File: src/rtl/debug_dump_tx.sv
// Streams a pipeline-register snapshot out over a byte UART: header 0xA5, then 36
// payload bytes. Define DEBUG_DUMP_CHECKSUM_EN to append an XOR checksum byte.
module debug_dump_tx #(
  parameter int NB_DATA    = 8,
  parameter int NB_ID_EX   = 144,
  parameter int NB_EX_MEM  = 32,
  parameter int NB_MEM_WB  = 48,
  parameter int NB_WB_ID   = 40,
  parameter int NB_CONTROL = 24
) (
  input  logic                  clk,
  input  logic                  i_reset,
  input  logic                  i_dump_req,
  input  logic [NB_ID_EX-1:0]   i_segment_registers_ID_EX,
  input  logic [NB_EX_MEM-1:0]  i_segment_registers_EX_MEM,
  input  logic [NB_MEM_WB-1:0]  i_segment_registers_MEM_WB,
  input  logic [NB_WB_ID-1:0]   i_segment_registers_WB_ID,
  input  logic [NB_CONTROL-1:0] i_control_registers_ID_EX,
  input  logic                  i_txDone,
  output logic                  o_tx_start,
  output logic [NB_DATA-1:0]    o_data,
  output logic                  o_busy,
  output logic                  o_done
);

  localparam int NB_SHADOW = NB_ID_EX + NB_EX_MEM + NB_MEM_WB + NB_WB_ID + NB_CONTROL;
  localparam logic [NB_DATA-1:0] HEADER = NB_DATA'(8'hA5);
`ifdef DEBUG_DUMP_CHECKSUM_EN
  localparam logic [5:0] LAST_IDX = 6'd37;
`else
  localparam logic [5:0] LAST_IDX = 6'd36;
`endif

  typedef enum logic [2:0] {IDLE, LOAD, SEND, WAIT, DONE} state_t;

  state_t               state;
  logic [NB_SHADOW-1:0] shadow;
  logic [5:0]           cnt;
  logic [NB_DATA-1:0]   payload_byte;
`ifdef DEBUG_DUMP_CHECKSUM_EN
  logic [NB_DATA-1:0]   checksum;
`endif

  // The shadow is shifted right as bytes go out, so the next payload byte is
  // always its low byte; field order falls out of the concatenation order.
  assign payload_byte = shadow[NB_DATA-1:0];

  // NOTE: all state, including the wide shadow, uses non-blocking assignments
  // and is cleared on reset so an aborted frame leaves no stale snapshot.
  always_ff @(posedge clk) begin
    if (i_reset) begin
      state      <= IDLE;
      shadow     <= '0;
      cnt        <= '0;
      o_tx_start <= 1'b0;
      o_data     <= '0;
      o_busy     <= 1'b0;
      o_done     <= 1'b0;
`ifdef DEBUG_DUMP_CHECKSUM_EN
      checksum   <= '0;
`endif
    end else begin
      o_tx_start <= 1'b0;
      o_done     <= 1'b0;
      case (state)
        IDLE: begin
          if (i_dump_req) begin
            state  <= LOAD;
            o_busy <= 1'b1;
          end
        end
        LOAD: begin
          shadow     <= {i_control_registers_ID_EX, i_segment_registers_WB_ID,
                         i_segment_registers_MEM_WB, i_segment_registers_EX_MEM,
                         i_segment_registers_ID_EX};
          cnt        <= '0;
`ifdef DEBUG_DUMP_CHECKSUM_EN
          checksum   <= '0;
`endif
          o_data     <= HEADER;
          o_tx_start <= 1'b1;
          state      <= SEND;
        end
        SEND: state <= WAIT;
        WAIT: begin
          if (i_txDone) begin
            cnt <= cnt + 6'd1;
            if (cnt == LAST_IDX) begin
              state  <= DONE;
              o_busy <= 1'b0;
              o_done <= 1'b1;
            end else begin
              state      <= SEND;
              o_tx_start <= 1'b1;
`ifdef DEBUG_DUMP_CHECKSUM_EN
              if (cnt == LAST_IDX - 6'd1) begin
                o_data <= checksum;
              end else begin
                o_data   <= payload_byte;
                checksum <= checksum ^ payload_byte;
                shadow   <= shadow >> NB_DATA;
              end
`else
              o_data <= payload_byte;
              shadow <= shadow >> NB_DATA;
`endif
            end
          end
        end
        DONE:    state <= IDLE;
        default: state <= IDLE;
      endcase
    end
  end

endmodule
File: config.mk
export PLATFORM = sky130hd
export DESIGN_NAME = debug_dump_tx
export DESIGN_NICKNAME = d
export VERILOG_FILES = /design/src/rtl/debug_dump_tx.sv
export SDC_FILE = /design/constraint.sdc
export NUM_CORES = 1
export LEC_CHECK = 0
export ABC_AREA = 1
export CAP_MARGIN = 20
export CORE_UTILIZATION = 38
export DETAILED_ROUTE_END_ITERATION = 7
export PLACE_DENSITY = 0.71
export SLEW_MARGIN = 20
export SYNTH_ARGS = -nofsm -noshare
export SYNTH_HDL_FRONTEND = slang
export SYNTH_SLANG_ARGS = --single-unit
File: constraint.sdc
create_clock -name clk -period 1.56 [get_ports clk]
set_clock_uncertainty 0.05 [all_clocks]
set_input_delay 0.468 -clock clk [delete_from_list [all_inputs] [get_ports clk]]
set_output_delay 0.468 -clock clk [all_outputs]
set_load 0.1 [all_outputs]
* After elaboration in Yosys (flattened, before gate mapping)
Cells that the tools add are included.
** Word-level totals
- Flip-flop bits (word level) :: 308
- Input port bits :: 292
- Output and inout bits :: 11
- Word-level logic and storage cells :: 46
** Cells by class
- Add/sub/neg operators :: 1
- Equality and inequality tests :: 8
- Multiplexer cells :: 20
- Bitwise logic cells :: 2
- Reductions and logical operators :: 8
** Operators with widths (count)
- $mux W288 :: 2
- $pmux W288 S2 :: 1
- $mux W8 :: 2
- $pmux W8 S2 :: 1
- $pmux W3 S4 :: 1
- $pmux W6 S2 :: 1
- $mux W3 :: 3
- $ne A2 B2 Y1 const B :: 4
- $add A6 B1 Y6 const B :: 1
- $eq A3 B2 Y1 const B :: 2
- $eq A6 B6 Y1 const B :: 1
- $mux W1 :: 6
- $mux W6 :: 1
- $pmux W1 S2 :: 2
- $reduce_and A2 Y1 :: 2
- $reduce_and A4 Y1 :: 1
- $reduce_bool A2 Y1 :: 2
- $eq A3 B1 Y1 const B :: 1
- $logic_not A3 Y1 :: 1
- $reduce_and A3 Y1 :: 1
- $reduce_or A3 Y1 :: 1
- $not A1 Y1 :: 2

* Logic depth before layout (Yosys ltp)
Gate-level depths: netlist of the first run.
- Depth after elaboration :: 4
- Mapped depth :: 11
- Gate-level depth less buffers :: 9

* Worst setup path before layout of the first run
Ideal clock, no wire load.
- Path kind :: register to register
- From :: register cnt[0]
- To :: register shadow[224]
- Setup time :: 113 ps
- Arrival time :: 1395 ps
- Data required time :: 1397 ps
- Path slack :: 2 ps
- Stages on the path, launching flop included :: 12
- Path buffers :: 2
- Period minus slack after synthesis :: 1558 ps
- Cells stage by stage :: dfxtp_1 -> inv_1 -> ha_1 -> inv_1 -> nor2_1 -> nand3_1 -> nand3_4 -> buf_4 -> buf_2 -> nand2_1 -> nand2_1 -> nor2_1
** On the way
- Cells in the longest elaborated chain, start to end :: 3
** Ends and longest elaborated chain
- start, declared :: RTL line 38 : logic [5:0] cnt;
- start signal, assigned :: RTL line 87 : cnt <= cnt + 6'd1;
- $eq A6 B6 Y1 :: RTL line 88 : if (cnt == LAST_IDX) begin
- $ne A2 B2 Y1 (no source line)
- $reduce_and A3 Y1 (no source line)
- end signal, assigned :: RTL line 73 : shadow <= {i_control_registers_ID_EX, i_segment_registers_WB_ID,
- end signal, assigned :: RTL line 105 : shadow <= shadow >> NB_DATA;
- end, declared :: RTL line 37 : logic [NB_SHADOW-1:0] shadow;
No other way between the ends.
A chain may end at the register's enable or synchronous reset.

* Worst setup path after layout of the first run
- From :: register cnt[0]
- To :: register shadow[112]
The elaborated chain is that of the path after synthesis.

==> results of run 1 <==
==> what timing repair did <==
action                                  CTS  global route
endpoints found under the setup margin  309           310
buffers inserted                         17             2
cloned                                   17            17
resized for setup                        98           165
pin swaps                                 7            22
==> layout make-up <==
class / instances / share of cell area (%)
timing repair buffer: 446 / 23.97
tap: 525 / 2.941
inverter: 299 / 5.114
sequential: 308 / 27.62
clock inverter: 12 / 0.3361
multi-input combinational: 1793 / 34.94
clock buffer: 55 / 5.086
==> final timing paths <==
kind	startpoint	to	slack, ns	cells past startpoint
max	cnt[0]	shadow[112]	-0.23	13
min	shadow[281]	shadow[281]	0.41	2
max reg2reg	cnt[0]	shadow[112]	-0.23	13
min reg2reg	shadow[281]	shadow[281]	0.41	2
==> placed cells by master (no fill, tap or decap), types with 24 or more instances in the layout <==
cell type,synthesis,routed
buf_16,0,24
buf_4,21,64
o21ai_1,132,132
buf_12,0,37
nand2_1,894,836
o21ai_0,146,146
nor2_2,0,74
clkdlybuf4s50_1,0,291
dfxtp_1,308,306
inv_1,297,294
nor2_4,0,26
clkbuf_16,0,54
nand2_2,2,48
nor2_1,580,480
==> worst reg2reg max path, stage by stage (launching register included) <==
cell	delay [ns]
dfxtp_2	0.33
inv_2	0.05
ha_4	0.15
inv_2	0.06
nor2_4	0.04
nand3_4	0.10
nand3_4	0.10
buf_12	0.16
buf_12	0.14
buf_16	0.16
buf_16	0.16
nand2_4	0.06
nand2_2	0.05
nor2_2	0.14
==> kinds of logic after synthesis <==
group / count (synthesis)
AND/OR/NAND/NOR: 1492
buffers and inverters: 458
flip-flops: 308
AO/OA/AOI/OAI: 298
adder cells (fa/ha/maj): 2
XOR/XNOR: 1
==> power by group through the flow <==
stage,logic [mW],registers (mW),clock network [mW]
finish,6.33,9.00,8.50
global route,7.01,9.08,8.99
CTS,5.70,8.99,8.63
detailed placement,4.91,9.16,0
global placement,4.81,9.13,0
floorplan,3.09,9.21,0
==> state kept, by name, summed over array words and instances, names as in the netlist <==
signal / cells
o_done: 1
cnt: 6
o_busy: 1
o_tx_start: 1
state: 3
shadow: 288
o_data: 8
==> routing by layer <==
metal | up-vias | global-route usage, % | share of wire [%]
met4 | 0 | 5.156 | 1.8
met1 | 7328 | 26.67 | 44
met3 | 65 | 3.292 | 5.1
li1 | 8286 | - | -
met5 | - | 0 | 0
met2 | 397 | 36.59 | 49
==> impl_metrics.csv, run 1 <==
group,metric,value,unit
detailed_routing,dr.pass1.iters,5,
worst_setup_path,crit_path_max_fanout,6,
timing,period_share,114.8,%
detailed_routing,via_per_inst,4.676,
placed_design,place_inst,3322,
timing,worst_pin_slew,0.4613,ns
layout,final_core_util,56.09,%
layout,final_nets,3179,
pwr,swShare,29.82,%
synthesis,synthArstFlopShare,0,%
synthesis,post-synth-top-area-cell,"dfxtp_1",
layout,final_cells,3438,
synthesis,synth_area_leaders,"dfxtp_1, nand2_1, nor2_1",
cts,clkSinkCount,308,
pwr,p_seq_share,37.8,%
cts,cts_hold_buf,0,
worst_hold_path,hp-class,"register to register",
worst_setup_path,critPathMaxStageDelay,0.33,ns
detailed_routing,detail-route-antenna-nets,0,
pwr,p_int,16.72,mW
timing,rsz0062_at_grt,"true",
timing,setup_viol,308,
worst_setup_path,path_buf_inv,6,
placed_design,port_buffers,302,
floorplanning,die_h,203.2,um
floorplanning,floorplan.initialDensity,38.62,%
cts,clock_latency,0.53,ns
layout,area.growth.synth_to_final,45.24,%
synthesis,synth_nets,2853,
global_route,grtUsageTotal,20.91,%
synthesis,synthAdderAreaFrac,0.1627,%
global_route,grt_max_degree,55,
cts,htreeDepth,2,
worst_setup_path,cp_top_family,"buffers and inverters",
floorplanning,die_area,0.04128,sq mm
pwr,clkPwrFrac,35.7,%
layout,final_area,0.02234,sq mm
timing,maxSlewViolCount,0,
detailed_routing,drt_iter0_drc,858,
run_status,violations,"setup timing",
worst_setup_path,crit_chain,"inv_2 > ha_4 > inv_2 > nor2_4 > nand3_4 > nand3_4 > buf_12 > buf_12 > buf_16 > buf_16 > nand2_4 > nand2_2 > nor2_2",
layout,multi_input_area,0.007804,sq mm
global_route,grt_pass1_wl,72050,um
worst_setup_path,critPathArrivalTime,2.19,ns
synthesis,synth.distinct_cells,23,
synthesis,syn_area,0.01538,sq mm
synthesis,synthFlopType,"dfxtp_1",
synthesis,yosys.area_share.simple,36.82,%
worst_setup_path,critPathKind,"register to register",
global_route,antenna_found_initial,0,
synthesis,synthMuxAreaShare,0,%
worst_setup_path,crit_path_top_delay_cell,"dfxtp_2",
pwr,power.density,1067,mW/mm^2
timing,hold_viol_final,0,
detailed_routing,vias,16080,
layout,n_fill_cell,3629,
floorplanning,die_x,203.2,um
pwr,combPwrFrac,26.6,%
worst_setup_path,worstPathRequired,1.96,ns
timing,whs,0.4087,ns
cts,clk_pin_slew,0.06,ns
cts,cts_tree,"yes",
timing,slew_headroom,68.92,%
synthesis,yosysMostFrequentCell,"nand2_1",
pwr,power.switching,7.105,mW
floorplanning,rows,73,
placed_design,place_area,0.01930,sq mm
detailed_routing,wl,46220,um
synthesis,seq_area_frac_synth,40.09,%
synthesis,synth_xor_area_share,0.05695,%
global_route,grt_overflow,0,
placed_design,place_hpwl,28430,um
synthesis,yosys-top-cells-count,"nand2_1, nor2_1, dfxtp_1",
timing,worst_slack,-0.2302,ns
synthesis,synth_top_family_by_area,"simple AND/OR/NAND/NOR gates",
synthesis,synth_edf_count,0,
synthesis,synth_warnings,0,
floorplanning,core-area,0.03982,sq mm
synthesis,postSynthAreaPerCell,6.010,sq um
pwr,total_leakage_power,11.08,nW
placed_design,place_ws,-0.4987,ns
layout,antenna_cells,0,
run_status,status,"complete, but fails checks",
flow_run,max-cap-violations,0,
timing,period_minus_slack,1.790,ns
synthesis,synth_compound_area_share,9.731,%
synthesis,ys_ff_latch,308,
synthesis,synthCells,2559,
timing,fmax,558.6,MHz
placed_design,place_congestion,0.8578,
timing,fin_tns_setup,-37.81,ns
cts,cts.path.max_buffers,3,
cts,root_buffer,"clkbuf_16",
worst_setup_path,startpoint_type,"register",
synthesis,yosysTopAreaCellShare,40.09,%
detailed_routing,drc,0,
detailed_routing,wl_per_cell,13.45,um
cts,cts_buffers,37,
worst_setup_path,worst_setup_path_end_kind,"register",
global_route,first_global_vias,15250,
layout,regArea,0.006168,sq mm
floorplanning,ios,303,
pwr,ir_drop,0.6391,mV
pwr,total_power,23.83,mW
layout,layout-drive-gt1-share,13.29,%
Power figures use the tool's default switching activity.
==> run 2, diff against run 1 <==
Settings changed: CAP_MARGIN 20 to 10.
==> results of run 2 <==
Same layout as run 1: the final DEF is identical, and so are final timing and power.
